<file path="src/rtl/mem_port_arbiter_if.sv">
// mem_port_arbiter_if: fetch, data and memory ports of mem_port_arbiter.
// The arbiter takes the slave view; requesters and memory together form the master view.
interface mem_port_arbiter_if #(
  parameter int AW = 32,
  parameter int DW = 32
);
  logic          i_req;
  logic [AW-1:0] i_addr;
  logic [DW-1:0] i_rdata;
  logic          i_ready;
  logic          d_req;
  logic          d_we;
  logic [AW-1:0] d_addr;
  logic [DW-1:0] d_wdata;
  logic [DW-1:0] d_rdata;
  logic          d_ready;
  logic          m_req;
  logic          m_we;
  logic [AW-1:0] m_addr;
  logic [DW-1:0] m_wdata;
  logic [DW-1:0] m_rdata;
  logic          m_ack;
  modport slave (
    input  i_req, i_addr, d_req, d_we, d_addr, d_wdata, m_rdata, m_ack,
    output i_rdata, i_ready, d_rdata, d_ready, m_req, m_we, m_addr, m_wdata
  );
  modport master (
    output i_req, i_addr, d_req, d_we, d_addr, d_wdata, m_rdata, m_ack,
    input  i_rdata, i_ready, d_rdata, d_ready, m_req, m_we, m_addr, m_wdata
  );
endinterface

</file>
<file path="src/rtl/mem_port_arbiter.sv">
// mem_port_arbiter: shares one single-ported memory between fetch and data, one transaction at a time.
// Define ARB_STARVE_LIMIT_EN to let fetch win after STARVE_LIMIT data grants made while it waits.
module mem_port_arbiter #(
  parameter int AW = 32,
  parameter int DW = 32
`ifdef ARB_STARVE_LIMIT_EN
  , parameter int STARVE_LIMIT = 4
`endif
) (
  input logic clock,
  input logic reset,
  mem_port_arbiter_if.slave bus
);
  typedef enum logic [1:0] {IDLE, ISSUE, RESP} state_e;
  state_e        state_q, state_d;
  logic          owner_q, owner_d;
  logic          grant_d, grant_f;
  logic          m_we_q;
  logic [AW-1:0] m_addr_q;
  logic [DW-1:0] m_wdata_q, i_rdata_q, d_rdata_q;
`ifdef ARB_STARVE_LIMIT_EN
  localparam int CW = $clog2(STARVE_LIMIT + 1);
  logic [CW-1:0] starve_q, starve_d;
  assign grant_f = state_q == IDLE && bus.i_req && (!bus.d_req || starve_q == CW'(STARVE_LIMIT));
  always_comb begin
    starve_d = grant_f ? '0 :
               (grant_d && bus.i_req && starve_q != CW'(STARVE_LIMIT)) ? starve_q + 1'b1 : starve_q;
  end
  always_ff @(posedge clock) begin
    starve_q <= reset ? '0 : starve_d;
  end
`else
  assign grant_f = state_q == IDLE && bus.i_req && !bus.d_req;
`endif
  assign grant_d = state_q == IDLE && bus.d_req && !grant_f;
  // owner: 0 = fetch, 1 = data
  always_ff @(posedge clock) begin
    if (reset) begin
      state_q <= IDLE;
      owner_q <= 1'b0;
    end else begin
      state_q <= state_d;
      owner_q <= owner_d;
    end
  end
  always_comb begin
    state_d = state_q == IDLE  ? ((grant_d || grant_f) ? ISSUE : IDLE) :
              state_q == ISSUE ? (bus.m_ack ? RESP : ISSUE) : IDLE;
    owner_d = (grant_d || grant_f) ? grant_d : owner_q;
  end
  always_comb begin
    bus.m_req   = state_q == ISSUE;
    bus.m_we    = m_we_q;
    bus.m_addr  = m_addr_q;
    bus.m_wdata = m_wdata_q;
    bus.i_rdata = i_rdata_q;
    bus.d_rdata = d_rdata_q;
    bus.i_ready = state_q == RESP && !owner_q;
    bus.d_ready = state_q == RESP && owner_q;
  end
  always_ff @(posedge clock) begin
    if (reset) begin
      m_we_q    <= 1'b0;
      m_addr_q  <= '0;
      m_wdata_q <= '0;
      i_rdata_q <= '0;
      d_rdata_q <= '0;
    end else begin
      if (grant_d || grant_f) begin
        m_addr_q <= grant_d ? bus.d_addr : bus.i_addr;
        m_we_q   <= grant_d && bus.d_we;
      end
      if (grant_d) m_wdata_q <= bus.d_wdata;
      if (state_q == ISSUE && bus.m_ack && !owner_q) i_rdata_q <= bus.m_rdata;
      if (state_q == ISSUE && bus.m_ack && owner_q && !m_we_q) d_rdata_q <= bus.m_rdata;
    end
  end
endmodule

</file>
<file path="src/flat_wrapper.sv">
// flat-port wrapper written by rule: the top's interface ports become plain ports
module mem_port_arbiter_flat 
#(
  parameter int AW = 32,
  parameter int DW = 32

)
  (clock, reset, bus_i_req, bus_i_addr, bus_d_req, bus_d_we, bus_d_addr, bus_d_wdata, bus_m_rdata, bus_m_ack, bus_i_rdata, bus_i_ready, bus_d_rdata, bus_d_ready, bus_m_req, bus_m_we, bus_m_addr, bus_m_wdata);
  mem_port_arbiter_if #(.AW(AW), .DW(DW)) bus_i ();
  input logic clock;
  input logic reset;
  input wire logic [$bits(bus_i.i_req)-1:0] bus_i_req;
  input wire logic [$bits(bus_i.i_addr)-1:0] bus_i_addr;
  input wire logic [$bits(bus_i.d_req)-1:0] bus_d_req;
  input wire logic [$bits(bus_i.d_we)-1:0] bus_d_we;
  input wire logic [$bits(bus_i.d_addr)-1:0] bus_d_addr;
  input wire logic [$bits(bus_i.d_wdata)-1:0] bus_d_wdata;
  input wire logic [$bits(bus_i.m_rdata)-1:0] bus_m_rdata;
  input wire logic [$bits(bus_i.m_ack)-1:0] bus_m_ack;
  output wire logic [$bits(bus_i.i_rdata)-1:0] bus_i_rdata;
  output wire logic [$bits(bus_i.i_ready)-1:0] bus_i_ready;
  output wire logic [$bits(bus_i.d_rdata)-1:0] bus_d_rdata;
  output wire logic [$bits(bus_i.d_ready)-1:0] bus_d_ready;
  output wire logic [$bits(bus_i.m_req)-1:0] bus_m_req;
  output wire logic [$bits(bus_i.m_we)-1:0] bus_m_we;
  output wire logic [$bits(bus_i.m_addr)-1:0] bus_m_addr;
  output wire logic [$bits(bus_i.m_wdata)-1:0] bus_m_wdata;
  assign bus_i.i_req = bus_i_req;
  assign bus_i.i_addr = bus_i_addr;
  assign bus_i.d_req = bus_d_req;
  assign bus_i.d_we = bus_d_we;
  assign bus_i.d_addr = bus_d_addr;
  assign bus_i.d_wdata = bus_d_wdata;
  assign bus_i.m_rdata = bus_m_rdata;
  assign bus_i.m_ack = bus_m_ack;
  assign bus_i_rdata = bus_i.i_rdata;
  assign bus_i_ready = bus_i.i_ready;
  assign bus_d_rdata = bus_i.d_rdata;
  assign bus_d_ready = bus_i.d_ready;
  assign bus_m_req = bus_i.m_req;
  assign bus_m_we = bus_i.m_we;
  assign bus_m_addr = bus_i.m_addr;
  assign bus_m_wdata = bus_i.m_wdata;
  mem_port_arbiter #(.AW(AW), .DW(DW)) u_core (.clock(clock), .reset(reset), .bus(bus_i));
endmodule
</file>
<file path="config.mk">
export PLATFORM = sky130hd
export DESIGN_NAME = mem_port_arbiter_flat
export DESIGN_NICKNAME = d
export VERILOG_FILES = /design/src/rtl/mem_port_arbiter_if.sv /design/src/rtl/mem_port_arbiter.sv /design/src/flat_wrapper.sv
export SDC_FILE = /design/constraint.sdc
export NUM_CORES = 1
export LEC_CHECK = 0
export BUFFER_PORTS_ARGS = -buffer_cell sky130_fd_sc_hd__buf_2
export CORE_ASPECT_RATIO = 0.8
export CORE_MARGIN = 5
export CORE_UTILIZATION = 47
export CTS_BUF_LIST = sky130_fd_sc_hd__clkbuf_4
export DETAILED_ROUTE_END_ITERATION = 16
export PLACE_DENSITY = 0.94
export SYNTH_ARGS = -nofsm -noshare
export SYNTH_HDL_FRONTEND = slang
export SYNTH_SLANG_ARGS = --single-unit
</file>
<file path="constraint.sdc">
create_clock -name clock -period 1.7 [get_ports clock]
set_input_delay 0.34 -clock clock [delete_from_list [all_inputs] [get_ports clock]]
set_output_delay 0.34 -clock clock [all_outputs]
set_load 0.02 [all_outputs]
</file>
==> reports/results.ini <==
[power]
cellLeakagePower_nw=3.47
pwr_density_cell_nw_per_um2=953
power_mw=6.79
ir_drop_mv=0.920

[routing]
drt-total-wl_um=14800
drc=0
vias_per_cell=5.01
wl_met2_um=7310
routed.top_layer=met4
routed-via-count=5038
wl_met1_um=5820
drt-wirelength-per-cell_um=14.8
drt_first_iter_violations=206
dr_wl_met3_um=1420
postRouteAntennaNets=0
dr.pass1.iters=5

[clock_network]
cts_made_buffers=17
cts.sinks=132
worstSkewPairLatency_ns=0.51
clkSlewWorstSetupHoldPaths_ns=0.12
cts_tree=done
clockRootBuffer=clkbuf_4
cts-htree-levels=4
cts_buffer_depth=2

[synth]
ys_seq_area_share_pct=49.9
synth_compound_area_share_pct=17.0
synth_edf_count=0
yosysTopAreaCell=dfxtp_1
synthAdderAreaFrac_pct=0
synthTopCellsByArea=dfxtp_1, nand2_1, nand2b_1
avgSynthCellArea_um2=8.96
synthDistinctLibCells=30
synthFlopType=dfxtp_1
synth_top_area_share_pct=49.9
synth_mux_area_share_pct=6.05
syn_inst=591
synth_top_family_by_area=simple AND/OR/NAND/NOR gates
syn_area_um2=5290
synth-simple-area-share_pct=19.2
synth_seq_cells=132
syn-num-nets=725
synth_xor_area_share_pct=0
ys.warnings.count=0
synthArstFlopShare_pct=0

[outcome]
status=completed

[timing]
setup-tns-final_ns=0
period_minus_slack_ns=1.59
worst_slack_ns=0.106
finalCritPeriodShare_pct=93.7
setup_viol=0
max_freq_ghz=0.627
rsz0062_at_grt=no
slew_headroom_pct=73.2
worst_slew_pin_slew_ns=0.403
hold_violations=0
maxSlewViolCount=0
finClkSkew_ns=0.0196

[critical_path]
critPathTopFamily=flip-flops
cp_cell_sequence=and3b_1 > buf_2
rrSetupSlack_ns=0.24
critPathMaxFanout=6
crit_arrival_ns=1.25
timing.rr.start=u_core.state_q[1]
worst_r2r_endpoint=u_core.bus.m_wdata[5]
required_ns=1.36
path_buf_inv=1
start_kind=flop
cp-end-kind=primary output
r2r_cells=5
critPathKind=reg2out
max_stage_delay_ns=0.38
cp_slowest_cell=dfxtp_4

[final_layout]
fin_area_um2=7130
area.sequential_um2=2650
area_delta_synth_final_pct=34.6
nNetsFinal=982
fillerInstances=883
antenna_cells=0
multiInputGateArea_um2=2270
drive_gt1_share_pct=39.0

[grt]
antenna_found_initial=0
grt_util_all_layers_pct=20.9
grt_max_degree=65
gr-total-overflow=0
grt_pass1_vias=4726
grt_first_pass_wirelength_um=23000

[die]
coreArea_um2=10900
die_area_um2=13500
start_util_pct=48.4
rows=34
die_y_um=105
top_level_ports=266
dieWidth_um=129

[placed_design]
post-place-ws_ns=0.209
post-dp-hpwl_um=10700
place.gp.congestion=0.887
placed_cell_area_um2=6730
port_buffers=265

[min_path]
min_from=bus_d_wdata[21]
worstHoldPathType=in2reg
hold_end=u_core.bus.m_wdata[21]
min_path_cells=3

[flow_run]
maxCapViolCount=0

layout make-up:
cell class | instances | area share [%]
flip-flops and latches | 132 | 37.2
multi-input cells | 375 | 31.8
repair buffers | 288 | 22.6
well taps | 144 | 2.53
clock inverters | 14 | 2.16
clock buffers | 18 | 1.90
inverters | 34 | 1.79
power by group:
group	internal, mW	switching [mW]
sequential	3.28	0.0987
combinational	0.526	0.763
clock	0.905	1.22
total	4.71	2.08
flip-flops by register name, summed over array words and instances (netlist names):
| name | count |
|---|---|
| u_core.bus.d_rdata | 32 |
| u_core.bus.i_rdata | 32 |
| u_core.bus.m_addr | 32 |
| u_core.bus.m_wdata | 32 |
| u_core.bus.m_we | 1 |
| u_core.owner_q | 1 |
| u_core.state_q | 2 |
cells in the mapped netlist, drive strengths merged (3+ instances only):
master,instances
buf,33
o22ai,32
mux2i,32
o21ai,3
nor2,3
dfxtp,132
clkbuf,17
a21oi,67
inv,34
nand2,130
nand2b,65
a221oi,32
logic make-up after synthesis:
logic type             after synthesis
buffers and inverters               84
AOI/OAI and AO/OA                  134
and+or+nand+nor                    209
DFF                                132
muxes                               32
worst max-delay path by stage:
stage                           start  depth (start not counted)                     end
floorplan           u_core.state_q[1]                          1             bus_i_ready
global placement    u_core.state_q[0]                          3   u_core.bus.d_rdata[2]
detailed placement  u_core.state_q[1]                          4  u_core.bus.i_rdata[24]
CTS                 u_core.state_q[1]                          2             bus_i_ready
global route        u_core.state_q[0]                          2             bus_d_ready
finish              u_core.state_q[0]                          2             bus_d_ready
per-layer routing:
layer  GRT usage (%)  vias up
met2            35.8      216
met5               0        -
met3            7.65       21
met1            24.3     2288
met4            6.30        0
li1                -     2513
worst min-delay path, delay by kind of cell:
| family | cells | cell delay, ns |
|---|---|---|
| compound gates | 1 | 0.05 |
| buf+inv | 1 | 0.10 |
| simple gates | 1 | 0.04 |
placed cells by master (no fill, tap or decap):
cell type	netlist	layout
or2_2	1	1
nor2b_4	1	1
o22ai_1	32	32
or3b_1	1	1
nor3b_2	1	1
dlygate4sd3_1	0	5
clkinvlp_4	0	3
nor2_4	1	1
nand2b_1	65	65
a221oi_1	22	22
and3b_1	1	1
nor2_1	2	2
and4b_1	1	1
bufinv_16	0	2
nand4b_1	1	1
buf_2	17	262
a21oi_2	1	1
buf_4	6	13
dfxtp_1	132	129
mux2i_1	32	32
or2b_1	1	1
o21ai_2	1	1
clkinv_4	0	4
a21oi_1	66	66
o21ai_0	2	2
inv_1	34	34
inv_6	0	3
a221oi_2	10	10
nand4bb_1	1	1
nor3b_4	0	1
buf_12	0	7
clkinv_2	0	2
nand2_1	130	130
buf_6	7	1
dfxtp_4	0	3
nor4bb_4	0	1
clkbuf_4	0	18
through the flow:
step / util [%] / hold slack [ns] / std cells
after detailed placement: 61.5 / 0.443 / 963
final: 65.2 / 0.0574 / 1005
after floorplan: - / 0.454 / 591
after global placement: 61.5 / 0.439 / 963
after CTS: 64.6 / 0.00344 / 1000
after global routing: 65.2 / 0.00535 / 1005
timing repair:
action | in CTS | in global routing
endpoints found under the hold margin | 0 | 5
buffers inserted | 5 | 0
setup endpoints to repair | 3 | 2
hold buffers | 0 | 5
resized for setup | 6 | 4
No activity file was read; power rests on OpenSTA's default activity.
